`config.mk`:
```
export PLATFORM = sky130hd
export DESIGN_NAME = uart_echo_responder
export DESIGN_NICKNAME = d
export VERILOG_FILES = /design/src/rtl/uart_echo_responder_pkg.sv /design/src/rtl/uart_echo_responder_fifo.sv /design/src/rtl/uart_echo_responder.sv
export SDC_FILE = /design/constraint.sdc
export NUM_CORES = 1
export LEC_CHECK = 0
export CELL_PAD_IN_SITES_DETAIL_PLACEMENT = 1
export CELL_PAD_IN_SITES_GLOBAL_PLACEMENT = 2
export CORE_UTILIZATION = 44
export CTS_BUF_LIST = sky130_fd_sc_hd__clkbuf_8
export DETAILED_ROUTE_END_ITERATION = 8
export HOLD_SLACK_MARGIN = 0.15
export PLACE_DENSITY_LB_ADDON = 0.1
export SYNTH_ARGS = -nofsm -noshare
export SYNTH_HDL_FRONTEND = slang
export SYNTH_SLANG_ARGS = --single-unit
```
`constraint.sdc`:
```
create_clock -name i_clk -period 2.9 [get_ports i_clk]
set_input_delay 0.87 -clock i_clk [delete_from_list [all_inputs] [get_ports i_clk]]
set_output_delay 0.87 -clock i_clk [all_outputs]
set_load 0.05 [all_outputs]
```
`src/rtl/uart_echo_responder_pkg.sv`:
```
// Shared definitions for the UART echo responder: frame-state encoding used by
// both the receive and transmit state machines, and a counter-width helper.
package uart_pkg;

   typedef enum logic [1:0] {
      IDLE  = 2'd0,
      START = 2'd1,
      DATA  = 2'd2,
      STOP  = 2'd3
   } frame_state_t;

   // Width of a counter that must reach clk_div-1 (at least one bit).
   function automatic int cnt_width(input int clk_div);
      return (clk_div > 1) ? $clog2(clk_div) : 1;
   endfunction

endpackage

```
`src/rtl/uart_echo_responder_fifo.sv`:
```
// Small synchronous FIFO holding received words until the transmitter takes them.
// Head word is presented directly from storage so a pop can load it the same cycle.
// A push while full is accepted only when a pop happens in the same cycle.
module uart_byte_fifo #(
   parameter int WIDTH = 8,
   parameter int DEPTH = 4
) (
   input  logic                     clk,
   input  logic                     rst,
   input  logic                     push,
   input  logic                     pop,
   input  logic [WIDTH-1:0]         push_data,
   output logic [WIDTH-1:0]         pop_data,
   output logic [$clog2(DEPTH):0]   count,
   output logic                     full,
   output logic                     empty
);

   localparam int AW = $clog2(DEPTH);

   logic [WIDTH-1:0] mem [DEPTH];
   logic [AW-1:0]    wr_ptr_reg;
   logic [AW-1:0]    rd_ptr_reg;
   logic [AW:0]      count_reg;
   logic             do_push;
   logic             do_pop;

   assign full     = (count_reg == (AW+1)'(DEPTH));
   assign empty    = (count_reg == '0);
   assign do_pop   = pop && !empty;
   assign do_push  = push && (!full || do_pop);
   assign pop_data = mem[rd_ptr_reg];
   assign count    = count_reg;

   // Storage write; no reset needed on the data array.
   always_ff @(posedge clk) begin
      if (do_push) begin
         mem[wr_ptr_reg] <= push_data;
      end
   end

   // Pointer and occupancy tracking; pointers wrap naturally (depth is a power of 2).
   always_ff @(posedge clk or posedge rst) begin
      if (rst) begin
         wr_ptr_reg <= '0;
         rd_ptr_reg <= '0;
         count_reg  <= '0;
      end else begin
         if (do_push) wr_ptr_reg <= wr_ptr_reg + AW'(1);
         if (do_pop)  rd_ptr_reg <= rd_ptr_reg + AW'(1);
         case ({do_push, do_pop})
            2'b10:   count_reg <= count_reg + (AW+1)'(1);
            2'b01:   count_reg <= count_reg - (AW+1)'(1);
            default: count_reg <= count_reg;
         endcase
      end
   end

endmodule

```
`src/rtl/uart_echo_responder.sv`:
```
// UART echo responder: receives frames on i_rx, queues good words, and
// re-transmits them on o_tx in arrival order. All outputs are registered.
module uart_echo_responder
   import uart_pkg::*;
#(
   parameter int p_CLK_DIV    = 10,
   parameter int p_WORD_LEN   = 8,
   parameter int p_FIFO_DEPTH = 4
) (
   input  logic                              i_clk,
   input  logic                              i_rst,
   input  logic                              i_rx,
   input  logic                              i_tx_en,
   output logic                              o_tx,
   output logic [p_WORD_LEN-1:0]             o_rx_data,
   output logic                              o_rx_valid,
   output logic                              o_frame_err,
   output logic                              o_overflow,
   output logic                              o_tx_active,
   output logic [$clog2(p_FIFO_DEPTH):0]     o_fifo_count
);

   localparam int CW = cnt_width(p_CLK_DIV);
   localparam int BW = $clog2(p_WORD_LEN);
   localparam logic [CW-1:0] DIV_LAST  = CW'(p_CLK_DIV - 1);
   localparam logic [CW-1:0] HALF_LAST = CW'(p_CLK_DIV / 2 - 1);
   localparam logic [BW-1:0] BIT_LAST  = BW'(p_WORD_LEN - 1);

   logic [1:0] sync_reg;
   logic       rx_s;

   frame_state_t              rx_state_reg, rx_state_next;
   logic [CW-1:0]             rx_cnt_reg, rx_cnt_next;
   logic [BW-1:0]             rx_bit_reg, rx_bit_next;
   logic [p_WORD_LEN-1:0]     rx_shift_reg, rx_shift_next;
   logic [p_WORD_LEN-1:0]     rx_data_reg, rx_data_next;
   logic                      rx_valid_reg, rx_valid_next;
   logic                      frame_err_reg, frame_err_next;
   logic                      overflow_reg, overflow_next;
   logic                      rx_push;

   frame_state_t              tx_state_reg, tx_state_next;
   logic [CW-1:0]             tx_cnt_reg, tx_cnt_next;
   logic [BW-1:0]             tx_bit_reg, tx_bit_next;
   logic [p_WORD_LEN-1:0]     tx_shift_reg, tx_shift_next;
   logic                      tx_line_reg, tx_line_next;
   logic                      tx_active_reg, tx_active_next;
   logic                      tx_pop;

   logic [p_WORD_LEN-1:0]     fifo_data;
   logic                      fifo_full;
   logic                      fifo_empty;

   assign rx_s = sync_reg[1];

   // Two-flop synchroniser for the asynchronous serial input; idles high.
   always_ff @(posedge i_clk or posedge i_rst) begin
      if (i_rst) sync_reg <= 2'b11;
      else       sync_reg <= {sync_reg[0], i_rx};
   end

   // Receive FSM next-state: half-bit start check, centre sampling, stop validation.
   always_comb begin
      rx_state_next  = rx_state_reg;
      rx_cnt_next    = rx_cnt_reg;
      rx_bit_next    = rx_bit_reg;
      rx_shift_next  = rx_shift_reg;
      rx_data_next   = rx_data_reg;
      rx_valid_next  = 1'b0;
      frame_err_next = 1'b0;
      overflow_next  = 1'b0;
      rx_push        = 1'b0;
      case (rx_state_reg)
         IDLE: begin
            if (!rx_s) begin
               rx_state_next = START;
               rx_cnt_next   = '0;
            end
         end
         START: begin
            if (rx_cnt_reg == HALF_LAST) begin
               rx_cnt_next   = '0;
               rx_bit_next   = '0;
               rx_state_next = rx_s ? IDLE : DATA;
            end else begin
               rx_cnt_next = rx_cnt_reg + CW'(1);
            end
         end
         DATA: begin
            if (rx_cnt_reg == DIV_LAST) begin
               rx_cnt_next   = '0;
               rx_shift_next = {rx_s, rx_shift_reg[p_WORD_LEN-1:1]};
               if (rx_bit_reg == BIT_LAST) rx_state_next = STOP;
               else                        rx_bit_next   = rx_bit_reg + BW'(1);
            end else begin
               rx_cnt_next = rx_cnt_reg + CW'(1);
            end
         end
         STOP: begin
            if (rx_cnt_reg == DIV_LAST) begin
               rx_cnt_next   = '0;
               rx_state_next = IDLE;
               if (rx_s) begin
                  rx_valid_next = 1'b1;
                  rx_data_next  = rx_shift_reg;
                  rx_push       = 1'b1;
                  overflow_next = fifo_full && !tx_pop;
               end else begin
                  frame_err_next = 1'b1;
               end
            end else begin
               rx_cnt_next = rx_cnt_reg + CW'(1);
            end
         end
         default: rx_state_next = IDLE;
      endcase
   end

   // Receive FSM state and output registers.
   always_ff @(posedge i_clk or posedge i_rst) begin
      if (i_rst) begin
         rx_state_reg  <= IDLE;
         rx_cnt_reg    <= '0;
         rx_bit_reg    <= '0;
         rx_shift_reg  <= '0;
         rx_data_reg   <= '0;
         rx_valid_reg  <= 1'b0;
         frame_err_reg <= 1'b0;
         overflow_reg  <= 1'b0;
      end else begin
         rx_state_reg  <= rx_state_next;
         rx_cnt_reg    <= rx_cnt_next;
         rx_bit_reg    <= rx_bit_next;
         rx_shift_reg  <= rx_shift_next;
         rx_data_reg   <= rx_data_next;
         rx_valid_reg  <= rx_valid_next;
         frame_err_reg <= frame_err_next;
         overflow_reg  <= overflow_next;
      end
   end

   uart_byte_fifo #(
      .WIDTH (p_WORD_LEN),
      .DEPTH (p_FIFO_DEPTH)
   ) u_fifo (
      .clk       (i_clk),
      .rst       (i_rst),
      .push      (rx_push),
      .pop       (tx_pop),
      .push_data (rx_shift_reg),
      .pop_data  (fifo_data),
      .count     (o_fifo_count),
      .full      (fifo_full),
      .empty     (fifo_empty)
   );

   // Transmit FSM next-state: pop head when enabled, then start/data/stop bits.
   always_comb begin
      tx_state_next  = tx_state_reg;
      tx_cnt_next    = tx_cnt_reg;
      tx_bit_next    = tx_bit_reg;
      tx_shift_next  = tx_shift_reg;
      tx_line_next   = tx_line_reg;
      tx_active_next = tx_active_reg;
      tx_pop         = 1'b0;
      case (tx_state_reg)
         IDLE: begin
            if (!fifo_empty && i_tx_en) begin
               tx_pop         = 1'b1;
               tx_shift_next  = fifo_data;
               tx_cnt_next    = '0;
               tx_line_next   = 1'b0;
               tx_active_next = 1'b1;
               tx_state_next  = START;
            end
         end
         START: begin
            if (tx_cnt_reg == DIV_LAST) begin
               tx_cnt_next   = '0;
               tx_bit_next   = '0;
               tx_line_next  = tx_shift_reg[0];
               tx_state_next = DATA;
            end else begin
               tx_cnt_next = tx_cnt_reg + CW'(1);
            end
         end
         DATA: begin
            if (tx_cnt_reg == DIV_LAST) begin
               tx_cnt_next = '0;
               if (tx_bit_reg == BIT_LAST) begin
                  tx_line_next  = 1'b1;
                  tx_state_next = STOP;
               end else begin
                  tx_bit_next   = tx_bit_reg + BW'(1);
                  tx_line_next  = tx_shift_reg[1];
                  tx_shift_next = tx_shift_reg >> 1;
               end
            end else begin
               tx_cnt_next = tx_cnt_reg + CW'(1);
            end
         end
         STOP: begin
            if (tx_cnt_reg == DIV_LAST) begin
               tx_cnt_next    = '0;
               tx_active_next = 1'b0;
               tx_state_next  = IDLE;
            end else begin
               tx_cnt_next = tx_cnt_reg + CW'(1);
            end
         end
         default: tx_state_next = IDLE;
      endcase
   end

   // Transmit FSM state and line registers; reset forces the line idle immediately.
   always_ff @(posedge i_clk or posedge i_rst) begin
      if (i_rst) begin
         tx_state_reg  <= IDLE;
         tx_cnt_reg    <= '0;
         tx_bit_reg    <= '0;
         tx_shift_reg  <= '0;
         tx_line_reg   <= 1'b1;
         tx_active_reg <= 1'b0;
      end else begin
         tx_state_reg  <= tx_state_next;
         tx_cnt_reg    <= tx_cnt_next;
         tx_bit_reg    <= tx_bit_next;
         tx_shift_reg  <= tx_shift_next;
         tx_line_reg   <= tx_line_next;
         tx_active_reg <= tx_active_next;
      end
   end

   assign o_tx        = tx_line_reg;
   assign o_tx_active = tx_active_reg;
   assign o_rx_data   = rx_data_reg;
   assign o_rx_valid  = rx_valid_reg;
   assign o_frame_err = frame_err_reg;
   assign o_overflow  = overflow_reg;

endmodule

```
==> impl_metrics.csv, run 1 <==
group,metric,value,unit
logic_synthesis,yosys.area.top_type,"dfrtp_1",
routing,avgViaCountPerCell,5.35,
logic_synthesis,yosysMostFrequentCell,"dfrtp_1",
sta,finalHoldViolCount,0,
logic_synthesis,ys_warn_count,0,
routing,wire_per_inst,16.4,µm
sta,fin_skew,0.0126,ns
cts,cts_tree,"yes",
sta,min_period,2.60,ns
cts,cts_root_buf,"clkbuf_8",
sta,tns,0,ns
grt,grt_pass1_wl,12.9,mm
logic_synthesis,ys_seq_area_frac,0.599,
routing,first_pass_iters,4,
run,maxCapViolations,0,
grt,grt_usage,0.173,
grt,grt_max_degree,57,
critical_path,cp_data_required_time,2.03,ns
cts,cts.path.max_buffers,2,
logic_synthesis,synth_common_cells,"dfrtp_1 (53), nand2_1 (34), edfxtp_1 (32), mux2_2 (26), o21ai_0 (21)",
worst_hold_path,holdCritPathClass,"flop to flop",
logic_synthesis,ys.flop_type,"dfrtp_1",
floorplan,rows,34,
logic_synthesis,netlist_area,3950,µm²
critical_path,cp_cell_sequence,"clkdlybuf4s50_1",
cts,cts_setup_buffers,0,
final_layout,largest_reg_flops,32,
final_layout,final_core_util,0.514,
logic_synthesis,synth.top_cell.area_share,0.336,
logic_synthesis,synthDistinctLibCells,49,
sta,rsz0062_at_grt,"no",
sta,period_share,0.895,
final_layout,finalNetCount,357,
final_layout,areaGrowthSynthToFinish,13.5,%
routing,wl,7.32,mm
routing,route.vias.total,2393,
critical_path,startpoint_type,"flop",
power,p_leak,1.79,nW
sta,slew_viol_final,0,
final_layout,drive_above_1_share,0.168,
logic_synthesis,synthCells,309,
final_layout,top_register,"u_fifo.mem",
logic_synthesis,ys_ff_latch,88,
sta,relSlewSlack,0.379,
power,powerDensity,585,nW/µm²
final_layout,diodes,0,
critical_path,worst-setup-path-type,"flop to primary output",
status,status,"finished, final reports clean",
critical_path,slowest_delay,0.86,ns
critical_path,critPathTopFamily,"buffers and inverters",
cts,clock_sinks,88,
floorplan,die_w,96.8,µm
place,dp.final_hpwl,5.16,mm
routing,drtAntennaViolNets,0,
sta,tightest_slew,0.927,ns
critical_path,cp-end-kind,"primary output",
critical_path,cpMaxStageDelayCell,"clkdlybuf4s50_1",
grt,first_global_vias,2564,
place,portBuffers,19,
critical_path,worstPathArrival,1.73,ns
routing,drtIter0Drc,80,
floorplan,coreArea,8720,µm²
floorplan,die_h,96.8,µm
final_layout,fillerInstances,899,
cts,clkLatencyLatePin,0.36,ns
cts,h-tree-depth,3,
cts,cts_resized,0,
cts,clk_pin_slew,0.09,ns
logic_synthesis,syn_nets,332,
logic_synthesis,async_reset_ff_frac,0.636,
grt,grt-ovfl-total,0,
grt,antenna_found_initial,0,
power,ir_worst_vdd,0.306,mV
cts,cts_buffers,9,
sta,finalSetupViolCount,0,
floorplan,io_pins,20,
place,routabilityCongestion,0.771,
sta,max_freq,0.385,GHz
logic_synthesis,synth_edf_count,32,
critical_path,critPathMaxFanout,8,
cts,cts_hold_buffers,0,
logic_synthesis,synthTopCellsByArea,"dfrtp_1 (34%), edfxtp_1 (24%), mux2_2 (7.4%)",
critical_path,critPathBufInv,1,
routing,drc_errors,0,
logic_synthesis,syn_area_per_cell,12.8,µm²
floorplan,start_util,0.453,
floorplan,fp.dieArea,9370,µm²
## stage by stage
step	hold WS (ns)	setup slack (ns)	instances	area (µm²)	power, W
floorplan	0.345	0.664	309	3950	0.00172
global placement	0.347	0.200	431	4290	0.00180
detailed placement	0.347	0.123	431	4290	0.00182
CTS	0.361	0.285	447	4480	0.00266
global route	0.367	0.242	447	4480	0.00275
finish	0.360	0.303	447	4480	0.00262
## cell families (layout without fill, tap and decap cells)
group                      Yosys count  in the layout  synth area share
AOI/OAI and AO/OA                   56             56            0.0956
xor gates and xnor gates             5              5            0.0111
adders and majority gates           19             19            0.0620
buffers and inverters               25             55            0.0260
DFF                                 88             88             0.599
muxes                               37             37             0.105
and+or+nand+nor                     79             79             0.102
## cell usage in the layout, fill, tap and decap left out, types with 2 or more instances in the layout
master / count
nor2_1: 8
nand3b_1: 4
buf_4: 5
ha_1: 18
dfstp_2: 3
o221ai_1: 6
clkbuf_8: 9
a22o_1: 6
xnor2_1: 5
clkdlybuf4s50_1: 19
mux2i_1: 10
a22oi_1: 3
or4_1: 2
o21ai_0: 21
nor3b_1: 3
and2_1: 5
nor2_2: 2
a21oi_1: 5
o31ai_1: 2
edfxtp_1: 32
mux2_2: 26
nand4_1: 2
inv_1: 13
nand2_1: 34
inv_8: 3
nor3_1: 4
dfrtp_1: 53
nand3_1: 7
## area by class of cell
type                       instances  area, µm²  area share
clock inverter                     7       75.1      0.0167
timing repair buffer              25        248      0.0552
inverter                          14       52.6      0.0117
tap                              108        135      0.0301
multi-input combinational        196       1480       0.331
sequential                        88       2370       0.528
clock buffer                       9        124      0.0276
## worst paths after layout
kind | from | end | slack, ns | depth (start not counted)
max | u_fifo.count[2]$_DFFE_PP0P_ | o_fifo_count[2] | 0.30 | 1
min | sync_reg[0]$_DFF_PP1_ | sync_reg[1]$_DFF_PP1_ | 0.36 | 0
max reg2reg | tx_state_reg[0]$_DFFE_PP0P_ | u_fifo.count[2]$_DFFE_PP0P_ | 0.57 | 9
min reg2reg | sync_reg[0]$_DFF_PP1_ | sync_reg[1]$_DFF_PP1_ | 0.36 | 0
max in group asynchronous | i_rst | sync_reg[0]$_DFF_PP1_ | 1.72 | 3
min in group asynchronous | i_rst | o_overflow$_DFF_PP0_ | 0.87 | 3
## routing by layer
layer,vias up,GRT usage,wire [µm]
li1,1173,-,-
met1,1190,0.240,3610
met2,21,0.271,3460
met3,9,0.0282,124
met4,0,0.0723,132
met5,-,0,0
## power by group
group	total (W)	switching, W	internal [W]
Clock	0.000838	0.000497	0.000341
Sequential	0.00147	0.000107	0.00136
Combinational	0.000315	0.000173	0.000142
Note: power is estimated with default switching activity, not from simulation.
==> run 2, diff against run 1 <==
--- a/config.mk
+++ b/config.mk
@@ -5,9 +5,7 @@
 export SDC_FILE = /design/constraint.sdc
 export NUM_CORES = 1
 export LEC_CHECK = 0
-export CELL_PAD_IN_SITES_DETAIL_PLACEMENT = 1
-export CELL_PAD_IN_SITES_GLOBAL_PLACEMENT = 2
-export CORE_UTILIZATION = 44
+export CORE_UTILIZATION = 62
 export CTS_BUF_LIST = sky130_fd_sc_hd__clkbuf_8
 export DETAILED_ROUTE_END_ITERATION = 8
 export HOLD_SLACK_MARGIN = 0.15
==> impl_metrics.csv, run 2 (synthesis gave the netlist of run 1 again) <==
group,metric,value,unit
status,status,"finished, final reports clean",
sta,min_period,2.59,ns
worst_hold_path,hold_path_end,"sync_reg[1]$_DFF_PP1_",
cts,h-tree-depth,3,
floorplan,die_h,81.8,µm
routing,first_pass_iters,5,
critical_path,cpMaxStageDelayCell,"clkdlybuf4s50_1",
sta,period_share,0.894,
grt,antenna_found_initial,0,
power,ir_worst_vdd,0.549,mV
cts,cts_resized,0,
sta,tightest_slew,0.893,ns
grt,grt_usage,0.234,
power,finalPower,0.00260,W
critical_path,cp_data_required_time,2.03,ns
routing,avgViaCountPerCell,5.85,
grt,grt-ovfl-total,0,
power,p_int,0.00184,W
sta,fin_skew,0.0128,ns
critical_path,worstPathArrival,1.72,ns
final_layout,layout_common_cells,"dfrtp_1 (53), nand2_1 (34), edfxtp_1 (32), mux2_2 (26), o21ai_0 (21)",
critical_path,r2r_setup_slack,0.40,ns
cts,cts_tree,"yes",
grt,grt_pass1_wl,11.4,mm
critical_path,critPathTopFamily,"buffers and inverters",
final_layout,drive_above_1_share,0.161,
floorplan,fp.dieArea,6700,µm²
routing,wire_per_inst,16.5,µm
cts,cts_setup_buffers,0,
cts,clk_pin_slew,0.09,ns
routing,wl,6.76,mm
floorplan,io_pins,20,
final_layout,diodes,0,
critical_path,critPathBufInv,1,
place,routabilityCongestion,0.816,
final_layout,top_register,"u_fifo.mem",
power,powerDensity,588,nW/µm²
final_layout,areaGrowthSynthToFinish,11.8,%
power,clkPwrFrac,0.313,
sta,slew_viol_final,0,
final_layout,finalNetCount,354,
sta,finalSetupViolCount,0,
final_layout,largest_reg_flops,32,
sta,rsz0062_at_grt,"no",
worst_hold_path,holdCritPathClass,"flop to flop",
routing,route.vias.total,2406,
power,p_sw,0.000756,W
cts,clkLatencyLatePin,0.36,ns
worst_hold_path,worstHoldPathCells,0,
critical_path,r2r_start,"tx_bit_reg[0]$_DFFE_PP0P_",
power,combPwrFrac,0.120,
grt,grt_max_degree,45,
place,dp.final_hpwl,4.70,mm
power,swShare,0.291,
sta,finalHoldViolCount,0,
floorplan,start_util,0.656,
cts,cts_root_buf,"clkbuf_8",
critical_path,worst-setup-path-type,"flop to primary output",
run,maxCapViolations,0,
place,place_inst,395,
final_layout,layout_commonest_cell,"dfrtp_1",
routing,drtIter0Drc,106,
critical_path,ff2ff_path_depth,5,
critical_path,startpoint_type,"flop",
sta,max_freq,0.386,GHz
final_layout,fin_cells,411,
sta,tns,0,ns
worst_hold_path,hold_start,"sync_reg[0]$_DFF_PP1_",
critical_path,slowest_delay,0.87,ns
critical_path,cp_cell_sequence,"clkdlybuf4s50_1",
place,portBuffers,19,
power,seqPwrFrac,0.567,
cts,cts_buffers,9,
critical_path,r2r-end,"tx_shift_reg[7]$_DFFE_PP0P_",
critical_path,cp-end-kind,"primary output",
routing,drtAntennaViolNets,0,
floorplan,die_w,81.8,µm
cts,cts_hold_buffers,0,
power,p_leak,1.78,nW
sta,relSlewSlack,0.402,
cts,clock_sinks,88,
routing,drc_errors,0,
floorplan,coreArea,6030,µm²
cts,cts.path.max_buffers,2,
grt,first_global_vias,2441,
floorplan,rows,28,
critical_path,critPathMaxFanout,8,
[run 2: cell types whose count changed in the layout (fill, tap and decap cells not counted), sizes merged]
cell	change
buf	-3
clkinvlp	-1
inv	-1
clkinv	+2
[run 2: power by group through the flow]
stage / Combinational, W / Clock, W / Sequential [W]
2_1_floorplan: 0.000244 / 0 / 0.00147
3_3_place_gp: 0.000303 / 0 / 0.00149
3_5_place_dp: 0.000315 / 0 / 0.00149
4_1_cts: 0.000316 / 0.000835 / 0.00147
5_1_grt: 0.000357 / 0.000882 / 0.00149
6_report: 0.000312 / 0.000813 / 0.00147
[run 2: per-layer routing]
layer / share of wire / track usage / vias up
met2: 0.47 / 0.369 / 43
li1: - / - / 1171
met3: 0.031 / 0.0533 / 11
met5: 0 / 0 / -
met1: 0.48 / 0.318 / 1181
met4: 0.016 / 0.0807 / 0
[run 2: cell type report]
cell class | count | area [µm²]
multi-input combinational | 196 | 1480
tap | 75 | 93.8
clock buffer | 9 | 124
fill | 424 | 1610
timing repair buffer | 22 | 225
clock inverter | 7 | 73.8
sequential | 88 | 2370
inverter | 14 | 52.6
[run 2: worst max-delay path by stage]
stage	from	end	slack, ns	cells past startpoint
4_1_cts	u_fifo.count[2]$_DFFE_PP0P_	o_fifo_count[2]	0.29	1
6_report	u_fifo.count[2]$_DFFE_PP0P_	o_fifo_count[2]	0.31	1
3_3_place_gp	i_tx_en	u_fifo.count[2]$_DFFE_PP0P_	0.23	8
3_5_place_dp	i_tx_en	u_fifo.count[2]$_DFFE_PP0P_	0.18	8
5_1_grt	u_fifo.count[2]$_DFFE_PP0P_	o_fifo_count[2]	0.23	1
2_1_floorplan	i_rst	async pin	0.66	1
[run 2: per-stage QoR]
stage          hold slack, ns  setup slack (ns)   util  area [µm²]
2_1_floorplan           0.345             0.664      -        3950
3_3_place_gp            0.346             0.227  0.701        4220
3_5_place_dp            0.353             0.182  0.701        4220
4_1_cts                 0.365             0.285  0.733        4420
5_1_grt                 0.362             0.228  0.733        4420
6_report                0.363             0.307  0.733        4420
